==> config.mk <==
export PLATFORM = sky130hd
export DESIGN_NAME = mux_8_1_scanner
export DESIGN_NICKNAME = d
export VERILOG_FILES = /design/src/rtl/mux_8_1_scanner.sv
export SDC_FILE = /design/constraint.sdc
export NUM_CORES = 1
export LEC_CHECK = 0
export BUFFER_PORTS_ARGS = -buffer_cell sky130_fd_sc_hd__buf_2
export CORE_UTILIZATION = 55
export CTS_CLUSTER_DIAMETER = 200
export DETAILED_ROUTE_END_ITERATION = 8
export GPL_ROUTABILITY_DRIVEN = 0
export HOLD_SLACK_MARGIN = 0.1
export PLACE_DENSITY = 0.89
export SETUP_SLACK_MARGIN = 0.3
export SLEW_MARGIN = 20
export SYNTH_ARGS = -nofsm -noshare
export SYNTH_HDL_FRONTEND = slang
export SYNTH_SLANG_ARGS = --single-unit
==> constraint.sdc <==
create_clock -name clk -period 4.9 [get_ports clk]
set_clock_uncertainty 0.1 [all_clocks]
set_input_delay 0.98 -clock clk [delete_from_list [all_inputs] [get_ports clk]]
set_output_delay 0.98 -clock clk [all_outputs]
set_load 0.02 [all_outputs]
==> src/rtl/mux_8_1_scanner.sv <==
`timescale 1ns/1ps
// mux_8_1_scanner: walks the enabled inputs of a downstream 8:1 mux in ascending
// order, samples each after a settle delay, and hands the rebuilt byte out on valid/ready.
module mux_8_1_scanner #(
  parameter int SETTLE = 1
) (
  input  logic       clk,
  input  logic       rst_n,
  input  logic       start,
  input  logic [7:0] chan_mask,
  input  logic       mux_out,
  output logic [2:0] sel,
  output logic       busy,
  output logic [7:0] data_out,
  output logic       data_valid,
  input  logic       data_ready
);

  if (SETTLE < 1 || SETTLE > 15) begin : g_settle_check
    $fatal(1, "mux_8_1_scanner: SETTLE must be in 1..15");
  end

  localparam logic [3:0] CNT_INIT = 4'(SETTLE - 1);

  typedef enum logic [1:0] {
    ST_IDLE,
    ST_SETTLE,
    ST_SAMPLE,
    ST_HOLD
  } state_t;

  state_t     state;
  logic [7:0] mask_q;
  logic [3:0] cnt;
  logic [7:0] mask_above;

  function automatic logic [2:0] lowest_set(input logic [7:0] m);
    logic [2:0] r;
    r = 3'd0;
    for (int i = 7; i >= 0; i--) begin
      if (m[i]) r = 3'(i);
    end
    return r;
  endfunction

  // Enabled channels strictly above the current one; empty means the walk is over.
  assign mask_above = mask_q & (8'hFE << sel);

  always_ff @(posedge clk or negedge rst_n) begin
    if (!rst_n) begin
      state      <= ST_IDLE;
      sel        <= 3'd0;
      busy       <= 1'b0;
      data_valid <= 1'b0;
      data_out   <= 8'h00;
      mask_q     <= 8'h00;
      cnt        <= 4'd0;
    end else begin
      case (state)
        ST_IDLE: begin
          if (start && chan_mask != 8'h00) begin
            mask_q   <= chan_mask;
            data_out <= 8'h00;
            sel      <= lowest_set(chan_mask);
            cnt      <= CNT_INIT;
            busy     <= 1'b1;
            state    <= ST_SETTLE;
          end
        end
        ST_SETTLE: begin
          if (cnt == 4'd0) state <= ST_SAMPLE;
          else             cnt   <= cnt - 4'd1;
        end
        ST_SAMPLE: begin
          data_out[sel] <= mux_out;
          if (mask_above != 8'h00) begin
            sel   <= lowest_set(mask_above);
            cnt   <= CNT_INIT;
            state <= ST_SETTLE;
          end else begin
            data_valid <= 1'b1;
            state      <= ST_HOLD;
          end
        end
        ST_HOLD: begin
          if (data_valid && data_ready) begin
            data_valid <= 1'b0;
            busy       <= 1'b0;
            sel        <= 3'd0;
            state      <= ST_IDLE;
          end
        end
        default: state <= ST_IDLE;
      endcase
    end
  end

endmodule

==> results.toml <==
[synthesis]
syn_avg_cell_area_um2 = 9.01
postSynthCellCount = 161
edff_count_synth = 0
mappedNetlistNets = 176
main_synth_ff_type = "dfrtp_1"
warnings_synthesis = 0
post_synthesis_sequential_area_ratio_pct = 44.8
unique_masters_post_synth = 36
ys_ff_latch = 26
async_flop_share_pct = 100
netlist_area_before_placement_mm2 = 0.00145

[detailed_routing]
remaining_routing_drc_violations = 0
drt_pass1_iterations = 4
post_dr_wirelength_cell_um = 14.0
routed_wirelength_um = 2990
vias_per_cell = 5.88
drt-initial-drc-count = 26
postRouteAntennaNets = 0
dr_total_vias = 1259

[place]
port_buffers = 25
place_ws_ps = 1840
place.detailed.hpwl_um = 2140
placedInstanceArea_mm2 = 0.00157
place.detailed.instances = 210

[hold_path]
holdPathStages = 2
hold_path_class = "flop to flop"
worst_hold_path.endpoint = "data_out[4]"
holdCritStartpoint = "data_out[4]"

[cells_and_area]
final_design_area_no_fill_mm2 = 0.00161
fillers = 207
finish.net_count = 200
drive_gt1_share_pct = 22.8
stdcell_count = 214
area.growth.synth_to_final_pct = 10.9
antennaDiodeCount = 0

[clock_network]
tritoncts_clock_tree = "yes"
path_clk_slew_ps = 130
clock-root-buffer = "clkbuf_4"
cts_post_setup_buffers_inserted = 0
numCtsBuffers = 3
clk-insertion-delay-late_ps = 320
cts_resized = 0
cts_hold_repair.buffers = 0
cts_num_sinks = 26
cts_buffer_depth = 2
h_tree_lvls = 1

[power]
power.switching_mw = 0.458
power.density_mw_per_mm2 = 641
power_switching_share_pct = 44.4
power_frac_clock_pct = 10.5
power.sequential.fraction_pct = 41.9
ir_worst_vdd_v = 0.000352
internal-power_mw = 0.573
p_comb_share_pct = 47.7
p_leak_nw = 0.754

[critical_path]
rr_endpoint = "cnt[2]"
worstRegToRegCells = 5
rr_startpoint = "sel[1]"
worst_ep_required_time_ps = 5020
timing.reg2reg.setup_slack_ps = 2810
timing.critical_path.arrival_ps = 2850
critPathKind = "input port to flop"
path_max_fanout = 17
worstSetupStartpointType = "input port"
worstSetupEndpointType = "flop"

[job]
timing.max_cap.violations = 0

[grt]
grt_pass1_wl_um = 4890
antenna_found_initial = 0
pin_count_of_the_biggest_net_entering_global_routing = 27
first_global_vias = 1138
global_route.usage.total_pct = 24.7
grt_remaining_overflow = 0

[floorplan]
dieArea_mm2 = 0.00285
pin_count = 26
core_mm2 = 0.00248
die_w_um = 53.4
die_height_um = 53.4
initial_utilization_pct = 58.6
core.rowCount = 18

[sta]
timing_worst_slew_pin_value_ps = 657
final-max-slew-violation-count = 0
slew_headroom_pct = 56.2
final_hold_viol_count = 0
grt_setup_unrepaired = "false"
max_freq_mhz = 366
setup_viol = 0
timing.final.crit_share_pct = 55.8
worst_slack_ps = 2170
shortest_period_the_worst_path_allows_ps = 2730
final.setup.tns_ps = 0

[status]
status = "finished, final reports clean"
[power by group through the flow]
stage	Sequential [mW]	Clock (mW)	Combinational, mW
floorplan	0.441	0	0.356
global placement	0.432	0	0.468
detailed placement	0.436	0	0.486
CTS	0.430	0.111	0.493
global route	0.451	0.118	0.547
finish	0.432	0.108	0.492
[cell type report]
type                       count  area (um2)  area share (%)
clock buffer                   4        36.3            2.26
tap                           30        37.5            2.33
inverter                       7        26.3            1.63
multi-input combinational    122         733            45.6
sequential                    26         651            40.4
timing repair buffer          25         125            7.78
[worst max path at each step]
stage,startpoint,to,slack [ps],cells after the start
after detailed placement,chan_mask[5],mask_q[1],1840,5
final,chan_mask[5],mask_q[1],2170,5
after global routing,chan_mask[5],mask_q[7],2100,5
after CTS,chan_mask[5],mask_q[1],2190,5
after global placement,chan_mask[5],mask_q[1],1890,5
after floorplan,chan_mask[5],mask_q[1],2390,5
[through the flow]
| step | total power, mW | hold WS (ps) | util, % |
|---|---|---|---|
| final | 1.03 | 413 | 64.9 |
| after global routing | 1.12 | 448 | 64.9 |
| after CTS | 1.03 | 423 | 64.9 |
| after detailed placement | 0.922 | 392 | 63.5 |
| after global placement | 0.900 | 375 | 63.5 |
| after floorplan | 0.797 | 369 | - |
[per-layer routing]
layer | GRT usage, % | share of wire [%] | vias up | routed length, um
met5 | 0 | 0 | - | 0
met4 | 14.5 | 2.8 | 0 | 84
met3 | 2.87 | 3.4 | 10 | 102
met2 | 44.6 | 50 | 38 | 1500
met1 | 27.3 | 43 | 592 | 1300
li1 | - | - | 619 | -
[worst max-delay path: stages]
cell and delay [ps]:
buf_2 120, or4_4 550, o21ai_2 220, nand2b_1 560, mux2_2 420
[state kept, by name, summed over array words and instances, names as in the netlist]
register,count
mask_q,7
cnt,4
data_valid,1
data_out,8
state,2
busy,1
sel,3
[layout by cell type (no fill, tap or decap), types with 5 or more instances in the layout]
| cell type | instances |
|---|---|
| a21oi_1 | 8 |
| buf_2 | 25 |
| dfrtp_1 | 26 |
| inv_1 | 7 |
| mux2_2 | 5 |
| nand2_1 | 24 |
| nand3_1 | 8 |
| nor2_1 | 12 |
| nor2b_1 | 5 |
| nor3_1 | 6 |
| o21ai_0 | 12 |
[logic make-up after synthesis]
group / after synthesis / synth area share [%]
buf+inv: 13 / 4.65
flops: 26 / 44.8
fa+ha+maj: 2 / 1.72
compound gates: 42 / 19.0
mux: 6 / 4.57
simple gates: 72 / 25.3
[synth_stat cells, drive strengths merged, types with 2 or more instances]
master	n	area (um2)
dfrtp	26	651
nand2	24	90.1
o21ai	16	95.1
nor2	12	45.0
a21oi	8	40.0
nand3	8	40.0
inv	7	26.3
nor3	6	30.0
mux2	5	56.3
nor2b	5	31.3
clkbuf	4	15.0
nor3b	4	30.0
nand2b	3	18.8
o211ai	3	22.5
o31ai	3	22.5
a21o	2	15.0
a2bb2oi	2	17.5
a31oi	2	12.5
buf	2	26.3
ha	2	25.0
nor4	2	12.5
or3	2	12.5
or4	2	18.8
or4b	2	20.0
Note: power is estimated with default switching activity, not from simulation.
